$ cat src/rtl/switch_pkg.sv
// Shared definitions for the switch ingress path: framing bytes, CRC constants,
// pointer-word layout and the receive-writer state encoding.
package switch_pkg;

  localparam logic [7:0]  PREAMBLE_BYTE = 8'h55;
  localparam logic [7:0]  SFD_BYTE      = 8'hD5;

  localparam logic [31:0] CRC_INIT      = 32'hFFFF_FFFF;
  localparam logic [31:0] CRC_RESIDUE   = 32'hC704_DD7B;
  localparam logic [31:0] CRC_POLY      = 32'h04C1_1DB7;

  // Pointer word: {rsvd, portmap, length}
  localparam int unsigned PTR_W        = 16;
  localparam int unsigned PTR_LEN_W    = 11;
  localparam int unsigned PTR_PORT_W   = 4;
  localparam int unsigned PTR_LEN_OFS  = 0;
  localparam int unsigned PTR_PORT_OFS = PTR_LEN_OFS + PTR_LEN_W;

  // Bytes held back so the FCS never reaches the data FIFO
  localparam int unsigned DLY_BYTES    = 4;

  typedef enum logic [2:0] {
    ST_IDLE     = 3'd0,
    ST_PREAMBLE = 3'd1,
    ST_DATA     = 3'd2,
    ST_CHECK    = 3'd3,
    ST_DROP     = 3'd4
  } rx_state_e;

  typedef struct packed {
    logic                  rsvd;
    logic [PTR_PORT_W-1:0] portmap;
    logic [PTR_LEN_W-1:0]  len;
  } ptr_word_t;

  // MSB-first register, data bits fed LSB first (wire order); the good-frame
  // residue in this orientation is CRC_RESIDUE.
  function automatic logic [31:0] crc32_d8_next(input logic [31:0] crc,
                                                input logic [7:0]  d);
    logic [31:0] c;
    logic        fb;
    c = crc;
    for (int i = 0; i < 8; i++) begin
      fb = c[31] ^ d[i];
      c  = {c[30:0], 1'b0} ^ (fb ? CRC_POLY : 32'h0);
    end
    return c;
  endfunction

endpackage

$ cat src/rtl/crc32_d8.sv
// Byte-wide CRC-32 accumulator.
// Ports: clk, rstn (async active-low), init_i (load CRC_INIT), en_i (absorb
// data_i), data_i byte, crc_o current register value.
module crc32_d8
  import switch_pkg::*;
(
  input  logic        clk,
  input  logic        rstn,
  input  logic        init_i,
  input  logic        en_i,
  input  logic [7:0]  data_i,
  output logic [31:0] crc_o
);

  logic [31:0] crc_q;
  logic [31:0] crc_d;

  // init has priority over enable
  always_comb begin
    crc_d = crc_q;
    if (init_i) begin
      crc_d = CRC_INIT;
    end else if (en_i) begin
      crc_d = crc32_d8_next(crc_q, data_i);
    end
  end

  always_ff @(posedge clk or negedge rstn) begin
    if (!rstn) begin
      crc_q <= CRC_INIT;
    end else begin
      crc_q <= crc_d;
    end
  end

  assign crc_o = crc_q;

endmodule

$ cat src/rtl/port_rx_writer.sv
// Ingress receive writer: strips preamble/SFD, writes frame bytes (minus FCS)
// into the data FIFO, checks CRC and length, then commits with a pointer word
// or aborts.
// Ports: clk, rstn; rx_dv/rx_data receive stream; sfifo_* data FIFO write side
// (wr, din, commit, abort, free); ptr_sfifo_* pointer FIFO (wr, din, full);
// rx_good/rx_drop per-frame status pulses.
module port_rx_writer
  import switch_pkg::*;
#(
  parameter logic [3:0]  PORTMAP = 4'b0001,
  parameter int unsigned MIN_LEN = 60,
  parameter int unsigned MAX_LEN = 1514
) (
  input  logic             clk,
  input  logic             rstn,
  input  logic             rx_dv,
  input  logic [7:0]       rx_data,
  output logic             sfifo_wr,
  output logic [7:0]       sfifo_din,
  output logic             sfifo_commit,
  output logic             sfifo_abort,
  input  logic [11:0]      sfifo_free,
  output logic             ptr_sfifo_wr,
  output logic [PTR_W-1:0] ptr_sfifo_din,
  input  logic             ptr_sfifo_full,
  output logic             rx_good,
  output logic             rx_drop
);

  rx_state_e                   state_q, state_d;
  logic [DLY_BYTES-1:0][7:0]   dly_q, dly_d;
  logic [2:0]                  fill_q, fill_d;
  logic [PTR_LEN_W-1:0]        len_q, len_d;
  logic                        wr_q, wr_d;
  logic [7:0]                  din_q, din_d;
  logic                        commit_q, commit_d;
  logic                        abort_q, abort_d;
  logic                        ptr_wr_q, ptr_wr_d;
  ptr_word_t                   ptr_din_q, ptr_din_d;
  logic                        good_q, good_d;
  logic                        drop_q, drop_d;

  logic                        crc_init_c;
  logic                        crc_en_c;
  logic [31:0]                 crc_c;
  logic                        admit_c;

  crc32_d8 u_crc (
    .clk    (clk),
    .rstn   (rstn),
    .init_i (crc_init_c),
    .en_i   (crc_en_c),
    .data_i (rx_data),
    .crc_o  (crc_c)
  );

  // Room for a maximum-size frame and a free pointer slot at SFD time
  assign admit_c = (sfifo_free >= 12'(MAX_LEN)) && !ptr_sfifo_full;

  // Next-state and registered-output logic
  always_comb begin
    state_d    = state_q;
    dly_d      = dly_q;
    fill_d     = fill_q;
    len_d      = len_q;
    wr_d       = 1'b0;
    din_d      = din_q;
    commit_d   = 1'b0;
    abort_d    = 1'b0;
    ptr_wr_d   = 1'b0;
    ptr_din_d  = ptr_din_q;
    good_d     = 1'b0;
    drop_d     = 1'b0;
    crc_init_c = 1'b0;
    crc_en_c   = 1'b0;

    unique case (state_q)
      ST_IDLE, ST_PREAMBLE: begin
        if (!rx_dv) begin
          state_d = ST_IDLE;
        end else if (rx_data == PREAMBLE_BYTE) begin
          state_d = ST_PREAMBLE;
        end else if (rx_data == SFD_BYTE) begin
          if (admit_c) begin
            state_d    = ST_DATA;
            crc_init_c = 1'b1;
            len_d      = '0;
            fill_d     = '0;
          end else begin
            state_d = ST_DROP;
            drop_d  = 1'b1;
          end
        end else begin
          state_d = ST_DROP;
        end
      end

      ST_DATA: begin
        if (!rx_dv) begin
          state_d = ST_CHECK;
          fill_d  = '0;
        end else begin
          crc_en_c = 1'b1;
          dly_d    = {dly_q[DLY_BYTES-2:0], rx_data};
          if (fill_q == 3'(DLY_BYTES)) begin
            // Oldest byte leaves the delay line; refuse to exceed MAX_LEN
            if (len_q == PTR_LEN_W'(MAX_LEN)) begin
              abort_d = 1'b1;
              drop_d  = 1'b1;
              state_d = ST_DROP;
            end else begin
              wr_d  = 1'b1;
              din_d = dly_q[DLY_BYTES-1];
              len_d = len_q + PTR_LEN_W'(1);
            end
          end else begin
            fill_d = fill_q + 3'd1;
          end
        end
      end

      ST_CHECK: begin
        if ((crc_c == CRC_RESIDUE) && (len_q >= PTR_LEN_W'(MIN_LEN))) begin
          commit_d          = 1'b1;
          ptr_wr_d          = 1'b1;
          good_d            = 1'b1;
          ptr_din_d.rsvd    = 1'b0;
          ptr_din_d.portmap = PORTMAP;
          ptr_din_d.len     = len_q;
        end else begin
          abort_d = 1'b1;
          drop_d  = 1'b1;
        end
        // Allows a next frame after a single idle cycle
        state_d = (rx_dv && (rx_data == PREAMBLE_BYTE)) ? ST_PREAMBLE : ST_IDLE;
      end

      ST_DROP: begin
        if (!rx_dv) begin
          state_d = ST_IDLE;
        end
      end

      default: begin
        state_d = ST_IDLE;
      end
    endcase
  end

  always_ff @(posedge clk or negedge rstn) begin
    if (!rstn) begin
      state_q   <= ST_IDLE;
      dly_q     <= '0;
      fill_q    <= '0;
      len_q     <= '0;
      wr_q      <= 1'b0;
      din_q     <= '0;
      commit_q  <= 1'b0;
      abort_q   <= 1'b0;
      ptr_wr_q  <= 1'b0;
      ptr_din_q <= '0;
      good_q    <= 1'b0;
      drop_q    <= 1'b0;
    end else begin
      state_q   <= state_d;
      dly_q     <= dly_d;
      fill_q    <= fill_d;
      len_q     <= len_d;
      wr_q      <= wr_d;
      din_q     <= din_d;
      commit_q  <= commit_d;
      abort_q   <= abort_d;
      ptr_wr_q  <= ptr_wr_d;
      ptr_din_q <= ptr_din_d;
      good_q    <= good_d;
      drop_q    <= drop_d;
    end
  end

  assign sfifo_wr      = wr_q;
  assign sfifo_din     = din_q;
  assign sfifo_commit  = commit_q;
  assign sfifo_abort   = abort_q;
  assign ptr_sfifo_wr  = ptr_wr_q;
  assign ptr_sfifo_din = ptr_din_q;
  assign rx_good       = good_q;
  assign rx_drop       = drop_q;

endmodule

$ cat config.mk
export PLATFORM = sky130hd
export DESIGN_NAME = port_rx_writer
export DESIGN_NICKNAME = d
export VERILOG_FILES = /design/src/rtl/switch_pkg.sv /design/src/rtl/crc32_d8.sv /design/src/rtl/port_rx_writer.sv
export SDC_FILE = /design/constraint.sdc
export NUM_CORES = 1
export LEC_CHECK = 0
export CAP_MARGIN = 5
export CELL_PAD_IN_SITES_DETAIL_PLACEMENT = 0
export CELL_PAD_IN_SITES_GLOBAL_PLACEMENT = 1
export CORE_ASPECT_RATIO = 1.2
export CORE_UTILIZATION = 35
export DETAILED_ROUTE_END_ITERATION = 7
export GPL_ROUTABILITY_DRIVEN = 0
export PLACE_DENSITY = 0.77
export SLEW_MARGIN = 20
export SYNTH_ARGS = -nofsm -noshare
export SYNTH_HDL_FRONTEND = slang
export SYNTH_SLANG_ARGS = --single-unit
$ cat constraint.sdc
create_clock -name clk -period 2.9 [get_ports clk]
set_input_delay 0.58 -clock clk [delete_from_list [all_inputs] [get_ports clk]]
set_output_delay 0.58 -clock clk [all_outputs]
set_load 0.05 [all_outputs]
-- After elaboration in Yosys (flattened, before gate mapping)
Index checks and enable logic that the tools add are counted.
- word-level logic and storage cells: 128
- input port bits: 24
- flip-flop bits (word level): 105
- output and inout bits: 30
- $add $sub $neg: 2
- bitwise gates (word level): 17
- $lt $le $gt $ge: 2
- multiplexer cells: 58
- equality and inequality tests: 20
- reductions and logical operators: 14
- operators with widths (operator ; count):
    bitwise XOR 32 bit ; 8
    2-to-1 mux 27 bit ; 8
    2-to-1 mux 11 bit ; 7
    2-to-1 mux 32 bit ; 2
    2-to-1 mux 3 bit ; 14
    equality test 32 bit, second input constant ; 1
    2-to-1 mux 1 bit ; 22
    case mux 11 bit (2 select lines) ; 1
    inequality test 2 bit, second input constant ; 8
    greater-or-equal comparator 12 x 11 -> 1 bit, second input constant ; 1
    case mux 3 bit (4 select lines) ; 1
    adder 11 x 1 -> 11 bit, second input constant ; 1
    equality test 11 bit, second input constant ; 1
    greater-or-equal comparator 11 x 6 -> 1 bit, second input constant ; 1
    inequality test 3 bit, second input constant ; 3
    equality test 8 x 7 -> 1 bit, second input constant ; 1
    equality test 8 bit, second input constant ; 1
    AND reduction 8 bit ; 1
    bitwise XOR 1 bit ; 8
    equality test 3 x 2 -> 1 bit, second input constant ; 2
    equality test 3 bit, second input constant ; 2
    case mux 3 bit (2 select lines) ; 1
    AND reduction 6 bit ; 1
    AND reduction 2 bit ; 2
    other kinds (12) ; 15

-- Depth between registers and ports, before layout
- word-level depth: 26
- gate-level depth with buffers: 9
- mapped depth without buffers: 9

-- Modules after synthesis
Synthesis repeated with hierarchy kept, for this count alone.
- cell total of the unflattened synthesis: 536
- area, all modules: 5500.3 um2
- by module, submodules not included (module ; instances ; sequential area each (um2) ; area each (um2) ; cells each):
    port_rx_writer ; 1 ; 1826.8 ; 3430.8 ; 356
    crc32_d8 ; 1 ; 840.8 ; 2069.5 ; 180

-- Worst setup path after synthesis
No wires, ideal clock.
- kind: input to register
- start: in rx_data[1]
- end: reg len_q[0]
- arrival: 1.823 ns
- data required time: 2.770 ns
- library setup time: 0.130 ns
- slack: 0.948 ns
- stages on the path: 7
- buffers on the path: 1
- cell sequence: nand4b_1 > nor4b_2 > nand4_1 > or2_1 > buf_2 > nand3_1 > o21ai_0
- word-level cells in the longest chain between the ends: 3
- elaborated cells on any way between the ends: 5
- those cells by class: 4 x eq/ne; 1 x reduce/logical
- ends and longest elaborated chain (element ; line ; RTL):
    start, declared ; port_rx_writer.sv:17 ; input logic [7:0] rx_data,
    equality test 8 bit / equality test 8 x 7 -> 1 bit (equally long branches) ; port_rx_writer.sv:83, port_rx_writer.sv:81 ;
    inequality test 2 bit (no line) ; -- ;
    AND reduction 8 bit (no line) * ; -- ;
    end signal, assigned ; port_rx_writer.sv:168 ; len_q <= len_d;
    end, declared ; port_rx_writer.sv:33 ; logic [PTR_LEN_W-1:0] len_q, len_d;
Mark *: on every way between the ends. The rest lies on a longest branch, timed or not.
A chain may end at the register's enable or synchronous reset.

-- Final worst setup path
- start: in rx_data[1]
- end: reg u_crc.crc_q[5] (netlist: u_crc.crc_o[5])
- word-level cells in the longest chain between the ends: 13
- elaborated cells on any way between the ends: 20
- those cells by class: 2 x eq/ne; 8 x mux; 9 x bitwise; 1 x reduce/logical
- ends and longest elaborated chain (element ; line ; RTL):
    bitwise XOR 1 bit ; switch_pkg.sv:44 ; fb = c[31] ^ d[i];
    2-to-1 mux 27 bit ; switch_pkg.sv:45 ; c = {c[30:0], 1'b0} ^ (fb ? CRC_POLY : 32'h0);
    bitwise XOR 32 bit (6 in a row) ; switch_pkg.sv:45 ;
    bitwise XOR 1 bit ; switch_pkg.sv:44 ;
    2-to-1 mux 27 bit ; switch_pkg.sv:45 ;
    bitwise XOR 32 bit ; switch_pkg.sv:45 ;
    2-to-1 mux 32 bit ; crc32_d8.sv:23 ; end else if (en_i) begin
    2-to-1 mux 32 bit ; crc32_d8.sv:21 ; if (init_i) begin
    end signal, assigned ; crc32_d8.sv:32 ; crc_q <= crc_d;
    end, declared ; crc32_d8.sv:15 ; logic [31:0] crc_q;
Several ways; a longest one is shown, not always the timed one. The select of a mux whose other input is x is not followed.

==> impl_metrics.xml <==
<?xml version="1.0" encoding="UTF-8"?>
<metrics>
  <group name="status">
    <metric name="status" unit="">finished, final reports clean</metric>
  </group>
  <group name="cells_and_area">
    <metric name="drive_above_1_share" unit="">0.1751</metric>
    <metric name="fin_area" unit="um^2">6336</metric>
    <metric name="design.final.nets" unit="">595</metric>
    <metric name="antenna-diode-count" unit="">0</metric>
    <metric name="final_cell_mix" unit="">sky130_fd_sc_hd__nand2_1, sky130_fd_sc_hd__dfrtp_1, sky130_fd_sc_hd__clkdlybuf4s50_1, sky130_fd_sc_hd__xnor2_1, sky130_fd_sc_hd__dfstp_2</metric>
    <metric name="area_growth_syn_to_layout" unit="%">19.91</metric>
    <metric name="final_common_cell" unit="">sky130_fd_sc_hd__nand2_1</metric>
    <metric name="finish.cell_count_without_fillers" unit="">771</metric>
  </group>
  <group name="critical_path">
    <metric name="arr_time_crit_path" unit="ns">2.55</metric>
    <metric name="cp.required" unit="ns">3.18</metric>
    <metric name="crit_fanout" unit="">5</metric>
    <metric name="critPathMaxStageDelay" unit="ns">0.51</metric>
    <metric name="startpoint_class_of_the_critical_path" unit="">input port</metric>
    <metric name="crit_top_cell" unit="">sky130_fd_sc_hd__buf_4</metric>
    <metric name="r2r_setup_slack" unit="ns">0.68</metric>
    <metric name="cp_cell_sequence" unit="">clkdlybuf4s50_1 -&gt; nand4b_1 -&gt; nor4b_2 -&gt; buf_4 -&gt; nand4_1 -&gt; buf_4 -&gt; nor2_1 -&gt; buf_4 -&gt; nor3_1 -&gt; a21oi_1</metric>
    <metric name="endpoint_class_of_the_critical_path" unit="">flip-flop</metric>
    <metric name="worstPathBufferInverterCount" unit="">4</metric>
    <metric name="setup.worst_path.class" unit="">in -&gt; reg</metric>
    <metric name="cpLargestDelayFamily" unit="">buffers and inverters</metric>
    <metric name="crit_path_top_delay_cell" unit="">sky130_fd_sc_hd__clkdlybuf4s50_1</metric>
  </group>
  <group name="yosys">
    <metric name="syn-mean-instance-area" unit="um^2">10.26</metric>
    <metric name="netlist.top_cell.by_area" unit="">sky130_fd_sc_hd__dfrtp_1</metric>
    <metric name="synth_top_family_by_area" unit="">simple AND/OR/NAND/NOR gates</metric>
    <metric name="async_reset_ff_frac" unit="">1.000</metric>
    <metric name="compound_gate_portion_of_the_synthesized_area" unit="">0.06962</metric>
    <metric name="synth-simple-area-share" unit="">0.1890</metric>
    <metric name="synth.lib_cells_used.distinct" unit="">52</metric>
    <metric name="synth-adder-area-share" unit="">0.01184</metric>
    <metric name="instance_count_of_the_mapped_netlist" unit="">515</metric>
    <metric name="syn_area" unit="um^2">5284</metric>
    <metric name="synth.yosys.warnings" unit="">0</metric>
    <metric name="post_synthesis_share_of_cell_area_spent_on_xor_and_xnor_gates" unit="">0.1677</metric>
    <metric name="synth_seq_area_share" unit="">0.5049</metric>
    <metric name="synth.area.top_cells" unit="">sky130_fd_sc_hd__dfrtp_1, sky130_fd_sc_hd__dfstp_2, sky130_fd_sc_hd__nand2_1, sky130_fd_sc_hd__xnor2_1, sky130_fd_sc_hd__xor2_1</metric>
    <metric name="synth-seq-cells" unit="">105</metric>
    <metric name="synth_mux_area_frac" unit="">0.02344</metric>
    <metric name="post-synth-top-area-fraction" unit="">0.3457</metric>
    <metric name="edff_count_synth" unit="">0</metric>
    <metric name="ys_dominant_reg_cell" unit="">sky130_fd_sc_hd__dfrtp_1</metric>
  </group>
  <group name="cts">
    <metric name="cts-buffers-inserted" unit="">9</metric>
    <metric name="cts.sinks" unit="">105</metric>
    <metric name="post-cts-setup-buffer-count" unit="">0</metric>
    <metric name="cts_tree" unit="">done</metric>
    <metric name="post_cts_resized" unit="">0</metric>
    <metric name="htreeDepth" unit="">3</metric>
    <metric name="postCtsHoldBufs" unit="">0</metric>
    <metric name="ctsLongestPathBuffers" unit="">2</metric>
    <metric name="worstSkewPairLatency" unit="ns">0.35</metric>
    <metric name="clkSlewWorstSetupHoldPaths" unit="ns">0.07</metric>
    <metric name="clk_root_buffer_cell" unit="">sky130_fd_sc_hd__clkbuf_16</metric>
  </group>
  <group name="die">
    <metric name="die_h" unit="um">136.6</metric>
    <metric name="boundaryPins" unit="">54</metric>
    <metric name="design.die.area" unit="um^2">15590</metric>
    <metric name="start_util" unit="">0.3621</metric>
    <metric name="die_extent_in_x" unit="um">114.2</metric>
    <metric name="placement_rows" unit="">48</metric>
    <metric name="core-area" unit="um^2">14590</metric>
  </group>
  <group name="sta">
    <metric name="tightestPinTransition" unit="ns">0.9171</metric>
    <metric name="setup_failing_eps_final" unit="">0</metric>
    <metric name="clock.fmax" unit="GHz">0.4401</metric>
    <metric name="fin_crit_sh" unit="">0.7836</metric>
    <metric name="final-hold-violation-count" unit="">0</metric>
    <metric name="finClkSkew" unit="ns">0.01182</metric>
    <metric name="rsz0062_at_grt" unit="">false</metric>
    <metric name="worst_hold_slack" unit="ns">0.2547</metric>
    <metric name="finalMaxSlewViolations" unit="">0</metric>
    <metric name="fin_crit" unit="ns">2.272</metric>
    <metric name="final.setup.tns" unit="ns">0</metric>
    <metric name="worst_slew_margin_rel" unit="">0.3886</metric>
  </group>
  <group name="route">
    <metric name="drt_first_iter_violations" unit="">218</metric>
    <metric name="drtPass1Iterations" unit="">4</metric>
    <metric name="drt-wirelength-per-cell" unit="um">13.62</metric>
    <metric name="via_count" unit="">3610</metric>
    <metric name="route.met3.wl" unit="um">305</metric>
    <metric name="routed_antenna_nets" unit="">0</metric>
    <metric name="drt-total-wl" unit="mm">10.50</metric>
    <metric name="route.top_layer_used" unit="">met4</metric>
    <metric name="routed-wl-met2" unit="mm">5.042</metric>
    <metric name="route.detailed.drc" unit="">0</metric>
    <metric name="viasPerCell" unit="">4.682</metric>
    <metric name="wirelength_met1" unit="mm">4.991</metric>
  </group>
  <group name="grt">
    <metric name="grt_overflow_total" unit="">0</metric>
    <metric name="vias_in_the_first_global_route" unit="">3645</metric>
    <metric name="gr-usage-all-layers" unit="">0.1487</metric>
    <metric name="antenna_found_initial" unit="">0</metric>
    <metric name="pin_count_of_the_biggest_net_entering_global_routing" unit="">94</metric>
    <metric name="grt_first_pass_wirelength" unit="mm">18.16</metric>
  </group>
  <group name="power_and_ir_drop">
    <metric name="share_comb_of_total_power" unit="">0.263</metric>
    <metric name="p_total" unit="uW">3989</metric>
    <metric name="static-leakage-power" unit="uW">0.002817</metric>
    <metric name="powerDensity" unit="nW/um^2">629.6</metric>
    <metric name="p_sw" unit="uW">1168</metric>
    <metric name="vdd_ir_drop_max" unit="V">0.0003478</metric>
    <metric name="internal_power" unit="uW">2821</metric>
    <metric name="power.switching_fraction" unit="">0.2929</metric>
    <metric name="pwr-share-seq" unit="">0.437</metric>
    <metric name="power.clock.fraction" unit="">0.301</metric>
  </group>
  <group name="min_path">
    <metric name="min-delay-path-class" unit="">in -&gt; async</metric>
  </group>
  <group name="placement">
    <metric name="count_of_input_and_output_buffers" unit="">48</metric>
    <metric name="hpwl_dp" unit="mm">7.306</metric>
    <metric name="detailed_place.area" unit="um^2">6047</metric>
    <metric name="placedCellCount" unit="">755</metric>
  </group>
  <group name="flow_run">
    <metric name="maxcap_viol_count" unit="">0</metric>
  </group>
</metrics>
metal layers:
metal  vias up  track usage
met5         -            0
met2        67       0.2458
met4         0      0.06133
li1       1788            -
met3        15      0.02303
met1      1740       0.1945
cells in the mapped netlist, types with 6 or more instances:
cell and n:
sky130_fd_sc_hd__a21oi_1 11, sky130_fd_sc_hd__buf_4 6, sky130_fd_sc_hd__clkbuf_1 14, sky130_fd_sc_hd__dfrtp_1 73, sky130_fd_sc_hd__dfstp_2 32, sky130_fd_sc_hd__inv_1 7, sky130_fd_sc_hd__mux2_2 11, sky130_fd_sc_hd__nand2_1 162
sky130_fd_sc_hd__nand3_1 7, sky130_fd_sc_hd__nand4b_1 6, sky130_fd_sc_hd__nor2_1 19, sky130_fd_sc_hd__o211ai_1 27, sky130_fd_sc_hd__xnor2_1 36, sky130_fd_sc_hd__xnor2_2 11, sky130_fd_sc_hd__xor2_1 25
state kept, by name, summed over array words and instances (netlist names):
name,cells
rx_good,1
u_crc.crc_o,32
fill_q,3
state_q,3
ptr_sfifo_din,12
sfifo_din,8
sfifo_wr,1
dly_q,32
len_q,11
sfifo_abort,1
rx_drop,1
kinds of logic (layout without fill, tap and decap cells):
family	after synthesis	after routing
adder cells (fa/ha/maj)	5	5
multiplexers	11	11
AND/OR/NAND/NOR	225	225
buffers and inverters	35	88
other	1	4
flip-flops	105	105
XOR/XNOR	79	79
AO/OA/AOI/OAI	54	54
worst reg2reg max path: cells and delay by family (launching register included):
| kind | cells | cell delay (ns) |
|---|---|---|
| and+or+nand+nor | 3 | 0.80 |
| DFF | 1 | 0.57 |
| muxes | 1 | 0.35 |
| buffers and inverters | 1 | 0.22 |
| AOI/OAI and AO/OA | 1 | 0.16 |
cell type report:
class / count / area (um^2)
multi-input combinational: 378 / 2472
clock buffer: 10 / 229.0
fill: 1414 / 8258
tap: 200 / 250.2
sequential: 105 / 2668
inverter: 7 / 26.28
clock inverter: 6 / 60.06
timing repair buffer: 65 / 630.6
stage by stage:
stage               setup WS (ns)  utilization
CTS                        0.6175       0.4342
detailed placement         0.2386       0.4144
floorplan                  0.9476            -
global placement           0.2806       0.4144
finish                     0.6277       0.4342
global route               0.4739       0.4342
power by group through the flow:
stage                     clock [uW]  combinational [uW]  sequential (uW)
after detailed placement           0                1040             1770
final                           1200                1050             1740
after global placement             0                1030             1760
after floorplan                    0                 837             1730
after CTS                       1230                1050             1740
after global routing            1300                1140             1760
path summary, 6_finish.rpt:
check | startpoint | to | cells after the start
max | rx_data[1] | u_crc.crc_o[5] | 10
max in group asynchronous | rstn | u_crc.crc_o[28] | 2
min | rstn | ptr_sfifo_din[6] | 1
min reg2reg | dly_q[12] | dly_q[20] | 2
min in group clk | dly_q[12] | dly_q[20] | 2
max reg2reg | u_crc.crc_o[26] | ptr_sfifo_din[1] | 6
Note: power is estimated with default switching activity, not from simulation.
